==> config.mk <==
export PLATFORM = sky130hd
export DESIGN_NAME = uart_bus_ctrl_flat
export DESIGN_NICKNAME = d
export VERILOG_FILES = /design/src/rtl/uart_bus_ctrl_if.sv /design/src/rtl/uart_bus_ctrl.sv /design/src/flat_wrapper.sv
export SDC_FILE = /design/constraint.sdc
export NUM_CORES = 1
export LEC_CHECK = 0
export BUFFER_PORTS_ARGS = -buffer_cell sky130_fd_sc_hd__buf_2
export CORE_UTILIZATION = 39
export CTS_BUF_LIST = sky130_fd_sc_hd__clkbuf_4 sky130_fd_sc_hd__clkbuf_8 sky130_fd_sc_hd__clkbuf_16
export CTS_CLUSTER_DIAMETER = 80
export DETAILED_ROUTE_END_ITERATION = 6
export PLACE_DENSITY_LB_ADDON = 0.05
export SKIP_LAST_GASP = 1
export SLEW_MARGIN = 20
export SYNTH_ARGS = -nofsm -noshare
export SYNTH_HDL_FRONTEND = slang
export SYNTH_SLANG_ARGS = --single-unit
export TNS_END_PERCENT = 1
==> constraint.sdc <==
create_clock -name clk -period 3.8 [get_ports clk]
set_clock_uncertainty 0.05 [all_clocks]
set_input_delay 0 -clock clk [delete_from_list [all_inputs] [get_ports clk]]
set_output_delay 0 -clock clk [all_outputs]
set_load 0.005 [all_outputs]
==> src/rtl/uart_bus_ctrl_if.sv <==
// Signal bundle between uart_bus_ctrl, the UART register port, TX requesters and the RX consumer.
// master = controller view, slave = environment (UART, requesters, consumer) view.
interface uart_bus_ctrl_if;
    logic       u_cs;
    logic       u_rnw;
    logic       u_a0;
    logic [7:0] u_din;
    logic [7:0] u_dout;
    logic       req0_valid;
    logic       req1_valid;
    logic [7:0] req0_data;
    logic [7:0] req1_data;
    logic       req0_ready;
    logic       req1_ready;
    logic       rx_valid;
    logic [7:0] rx_data;
    logic       rx_ready;
    logic       grant;

    modport master (
        output u_cs, u_rnw, u_a0, u_din,
        input  u_dout,
        input  req0_valid, req1_valid, req0_data, req1_data,
        output req0_ready, req1_ready,
        output rx_valid, rx_data,
        input  rx_ready,
        output grant
    );

    modport slave (
        input  u_cs, u_rnw, u_a0, u_din,
        output u_dout,
        output req0_valid, req1_valid, req0_data, req1_data,
        input  req0_ready, req1_ready,
        input  rx_valid, rx_data,
        output rx_ready,
        input  grant
    );
endinterface

==> src/rtl/uart_bus_ctrl.sv <==
// Polls a UART status register, drains RX bytes to a valid/ready consumer and round-robins two TX requesters.
// One UART access per POLL; RX stalls in the UART while rx_valid is held, TX waits for tx_busy=0.
module uart_bus_ctrl #(
    parameter bit RX_FIRST = 1'b1
) (
    input  logic           clk,
    input  logic           reset,
    uart_bus_ctrl_if.master bus
);

    typedef enum logic [1:0] {IDLE, POLL, RXRD, TXWR} state_t;

    state_t     state;
    logic       rx_valid_q;
    logic [7:0] rx_data_q;
    logic       grant_q;
    logic       rxok;
    logic       txok;

    always_comb begin
        rxok = bus.u_dout[0] && !rx_valid_q;
        txok = !bus.u_dout[1] && (bus.req0_valid || bus.req1_valid);
    end

    always_ff @(posedge clk) begin
        if (reset) begin
            state      <= IDLE;
            rx_valid_q <= 1'b0;
            rx_data_q  <= 8'h00;
            grant_q    <= 1'b1;
        end else begin
            if (rx_valid_q && bus.rx_ready)
                rx_valid_q <= 1'b0;
            case (state)
                IDLE: state <= POLL;
                POLL: begin
                    if (rxok && (RX_FIRST || !txok)) begin
                        state <= RXRD;
                    end else if (txok) begin
                        state <= TXWR;
                        // Contention alternates away from the last winner.
                        if (bus.req0_valid && bus.req1_valid)
                            grant_q <= ~grant_q;
                        else
                            grant_q <= bus.req1_valid;
                    end
                end
                RXRD: begin
                    rx_data_q  <= bus.u_dout;
                    rx_valid_q <= 1'b1;
                    state      <= POLL;
                end
                TXWR:    state <= POLL;
                default: state <= IDLE;
            endcase
        end
    end

    // Reset masks the decode so an access in flight is abandoned immediately.
    always_comb begin
        bus.u_cs       = 1'b0;
        bus.u_rnw      = 1'b1;
        bus.u_a0       = 1'b0;
        bus.u_din      = 8'h00;
        bus.req0_ready = 1'b0;
        bus.req1_ready = 1'b0;
        if (!reset) begin
            case (state)
                POLL: bus.u_cs = 1'b1;
                RXRD: begin
                    bus.u_cs = 1'b1;
                    bus.u_a0 = 1'b1;
                end
                TXWR: begin
                    bus.u_cs       = 1'b1;
                    bus.u_rnw      = 1'b0;
                    bus.u_a0       = 1'b1;
                    bus.u_din      = grant_q ? bus.req1_data : bus.req0_data;
                    bus.req0_ready = !grant_q;
                    bus.req1_ready = grant_q;
                end
                default: ;
            endcase
        end
    end

    assign bus.rx_valid = rx_valid_q;
    assign bus.rx_data  = rx_data_q;
    assign bus.grant    = grant_q;

endmodule

==> src/flat_wrapper.sv <==
// flat-port wrapper written by rule: the top's interface ports become plain ports
module uart_bus_ctrl_flat 
#(
    parameter bit RX_FIRST = 1'b1
)
  (clk, reset, bus_u_cs, bus_u_rnw, bus_u_a0, bus_u_din, bus_u_dout, bus_req0_valid, bus_req1_valid, bus_req0_data, bus_req1_data, bus_req0_ready, bus_req1_ready, bus_rx_valid, bus_rx_data, bus_rx_ready, bus_grant);
  uart_bus_ctrl_if bus_i ();
  input  logic clk;
  input  logic reset;
  output wire logic [$bits(bus_i.u_cs)-1:0] bus_u_cs;
  output wire logic [$bits(bus_i.u_rnw)-1:0] bus_u_rnw;
  output wire logic [$bits(bus_i.u_a0)-1:0] bus_u_a0;
  output wire logic [$bits(bus_i.u_din)-1:0] bus_u_din;
  input wire logic [$bits(bus_i.u_dout)-1:0] bus_u_dout;
  input wire logic [$bits(bus_i.req0_valid)-1:0] bus_req0_valid;
  input wire logic [$bits(bus_i.req1_valid)-1:0] bus_req1_valid;
  input wire logic [$bits(bus_i.req0_data)-1:0] bus_req0_data;
  input wire logic [$bits(bus_i.req1_data)-1:0] bus_req1_data;
  output wire logic [$bits(bus_i.req0_ready)-1:0] bus_req0_ready;
  output wire logic [$bits(bus_i.req1_ready)-1:0] bus_req1_ready;
  output wire logic [$bits(bus_i.rx_valid)-1:0] bus_rx_valid;
  output wire logic [$bits(bus_i.rx_data)-1:0] bus_rx_data;
  input wire logic [$bits(bus_i.rx_ready)-1:0] bus_rx_ready;
  output wire logic [$bits(bus_i.grant)-1:0] bus_grant;
  assign bus_u_cs = bus_i.u_cs;
  assign bus_u_rnw = bus_i.u_rnw;
  assign bus_u_a0 = bus_i.u_a0;
  assign bus_u_din = bus_i.u_din;
  assign bus_i.u_dout = bus_u_dout;
  assign bus_i.req0_valid = bus_req0_valid;
  assign bus_i.req1_valid = bus_req1_valid;
  assign bus_i.req0_data = bus_req0_data;
  assign bus_i.req1_data = bus_req1_data;
  assign bus_req0_ready = bus_i.req0_ready;
  assign bus_req1_ready = bus_i.req1_ready;
  assign bus_rx_valid = bus_i.rx_valid;
  assign bus_rx_data = bus_i.rx_data;
  assign bus_i.rx_ready = bus_rx_ready;
  assign bus_grant = bus_i.grant;
  uart_bus_ctrl #(.RX_FIRST(RX_FIRST)) u_core (.clk(clk), .reset(reset), .bus(bus_i));
endmodule
==> run summary <==
Worst-Margin Slew = 0.566 ns
FF+latch area = 240 um2
Initial antenna violation count = 0
Mapped Avg Cell Area = 7.59 um2
Startpoint Class = flop
Clock Pin Slew Worst Setup and Hold Paths = 0.07 ns
Commonest non-fill, non-tap cell in the layout = buf_2
Diode count = 0
Post-synth top area cell = dfxtp_1
Starting Density = 0.438
Worst IR Drop VDD = 0.286 mV
Layout area overhead = 64.9%
Max Freq = 0.677 GHz
Synth Area in XOR/XNOR = 0
Final setup viols = 0
Worst min path class = in -> reg
Total CTS buffers = 3
Register area share after synthesis = 0.406
End of the worst register-to-register path = u_core.bus.grant
Slew margin rel. = 0.622
Synthesized instance count = 78
Maxcap violations = 0
FF-to-FF Start = u_core.bus.grant
Clock Latency Late Sink = 0.27 ns
Max H-tree Level = 1
Crit Path Class = reg -> reg
Via/cell ratio = 4.71
Root Driver = clkbuf_4
Detailed-route DRC error count = 0
Status = finished clean
WL per Instance = 10.4 um
Post-synthesis adder-cell area fraction = 0
Largest family of logic cells by synthesized area = simple AND/OR/NAND/NOR gates
Post-synth top area share = 0.406
Worst EP arrival = 1.59 ns
Share of cells above drive strength 1 = 0.399
Die Span X = 41.0 um
Yosys cell types = 17
Post-route ant nets = 0
Crit path max-delay family = flip-flops
Compound-gate portion of the synthesized area = 0.114
Final period util = 0.389
Hpwl dp = 1130 um
Clock Path Buffers = 2
Area of the multi-input gates = 332 um2
Number of gates resized after cts = 0
Top Ports = 52
Post-synthesis mux area share = 0.135
Max-slew violations = 0
Crit Path Max Fanout = 13
R2R depth = 3
Die Footprint = 1680 um2
RSZ-0062 raised after global routing = false
Synthesis Warnings = 0
Tot Pwr = 0.000285 W
Final net count = 168
Cell chain of the critical path = nand3b_1 -> or4_1 -> o31a_1
Leakage Power = 0.538 nW
Cell Pwr Density = 292 nW/um2
R2R Setup Slk = 2.32 ns
Vias in the first global route = 499
Pin count of the biggest net entering global routing = 16
Crit path to = u_core.bus.grant
Pre-Repair DR Iteration Count = 2
Core Box Area = 1350 um2
Worst Path Required = 3.91 ns
Iter 0 DRT Violations = 8
Fill cell total of the finished layout = 121
Slowest CP cell = dfxtp_1
CP Depth = 3
Worst Path Buf+Inv = 0
TritonCTS sink count = 12
Final setup TNS = 0 ns
Global route overflow = 0
First-pass GRT wire length = 2000 um
Placer Congestion = 0.646
Hold Buf Count CTS = 9
Most frequent cells in the layout = buf_2, nand2_1, nor2_1
Die Ht = 41.0 um
Setup bufs post-CTS = 0
Routed wire length = 1600 um
# rows = 13
DR vias = 721
Post-synth net total = 107
Setup crit end kind = flop
Total global-route track usage = 0.189
Minimum clock period = 1.48 ns
Synthesized area = 592 um2
Max incr delay on CP = 0.68 ns
Crit path from = u_core.bus.grant
Simple-gate portion of the synthesized area = 0.311
Final hold vios = 0
Count of input and output buffers = 51
Seq cells post-synth = 12
CTS tree = built
Synth top area cells = dfxtp_1, mux2i_1, nand2_1
==> worst register-to-register path: cells and delay by family, from the launching register on <==
kind / cells / cell delay [ns]
AO/OA/AOI/OAI: 1 / 0.12
flip-flops: 1 / 0.68
AND/OR/NAND/NOR: 2 / 0.53
==> metal layers <==
metal | GRT usage | vias up | share of wire
met3 | 0.0815 | 2 | 0.066
met4 | 0.0500 | 0 | 0.0044
li1 | - | 380 | -
met5 | 0 | - | 0
met1 | 0.211 | 312 | 0.44
met2 | 0.324 | 27 | 0.49
==> power by group <==
part	internal, W	switching, W
clock network	0.0000582	0.0000417
logic	0.0000294	0.0000199
registers	0.000130	0.00000508
==> cell families (layout without fill, tap and decap cells) <==
group | after synthesis | count (layout)
AND/OR/NAND/NOR | 41 | 41
multiplexers | 8 | 8
flip-flops | 12 | 12
buffers and inverters | 5 | 65
AO/OA/AOI/OAI | 12 | 12
==> cell usage after synthesis <==
library cell and count:
o31a_1 1, inv_1 1, nor4b_1 1, dfxtp_1 12, and3_1 1, nor2_1 14, nand2_1 17, clkbuf_1 3
a21oi_1 9, nand2b_1 3, mux2i_1 8, nor2b_1 3, o21a_1 1, a31oi_1 1, buf_2 1, nand3b_1 1
or4_1 1
==> registers in the layout (all words and copies together) (netlist names) <==
signal,flops
u_core.bus.rx_valid,1
u_core.state,2
u_core.bus.grant,1
u_core.bus.rx_data,8
==> how the worst min path moves through the flow <==
stage	startpoint	to	slack (ns)	cells past startpoint
after global routing	bus_req0_valid	u_core.state[1]	0.03	4
after floorplan	reset	bus_u_a0	-0.008	1
after detailed placement	bus_u_dout[7]	u_core.bus.rx_data[7]	0.20	3
final	bus_req1_valid	u_core.state[1]	0.02	4
after CTS	bus_req1_valid	u_core.state[1]	0.01	4
after global placement	bus_u_dout[5]	u_core.bus.rx_data[5]	0.19	3
==> final cells by class <==
| cell class | instances | area share |
|---|---|---|
| flip-flops and latches | 12 | 0.246 |
| repair buffers | 60 | 0.354 |
| clock buffers | 4 | 0.0372 |
| multi-input cells | 61 | 0.340 |
| inverters | 1 | 0.00385 |
| well taps | 15 | 0.0192 |
==> through the flow <==
stage / hold WS (ns) / setup WS [ns] / utilization / instance area (um2) / instances
2_1_floorplan: -0.00772 / 2.60 / - / 592 / 78
3_3_place_gp: 0.188 / 2.36 / 0.629 / 850 / 140
3_5_place_dp: 0.198 / 2.35 / 0.629 / 850 / 140
4_1_cts: 0.0135 / 2.33 / 0.723 / 976 / 153
5_1_grt: 0.0277 / 2.18 / 0.723 / 976 / 153
6_report: 0.0207 / 2.32 / 0.723 / 976 / 153
Note: power is estimated with default switching activity, not from simulation.
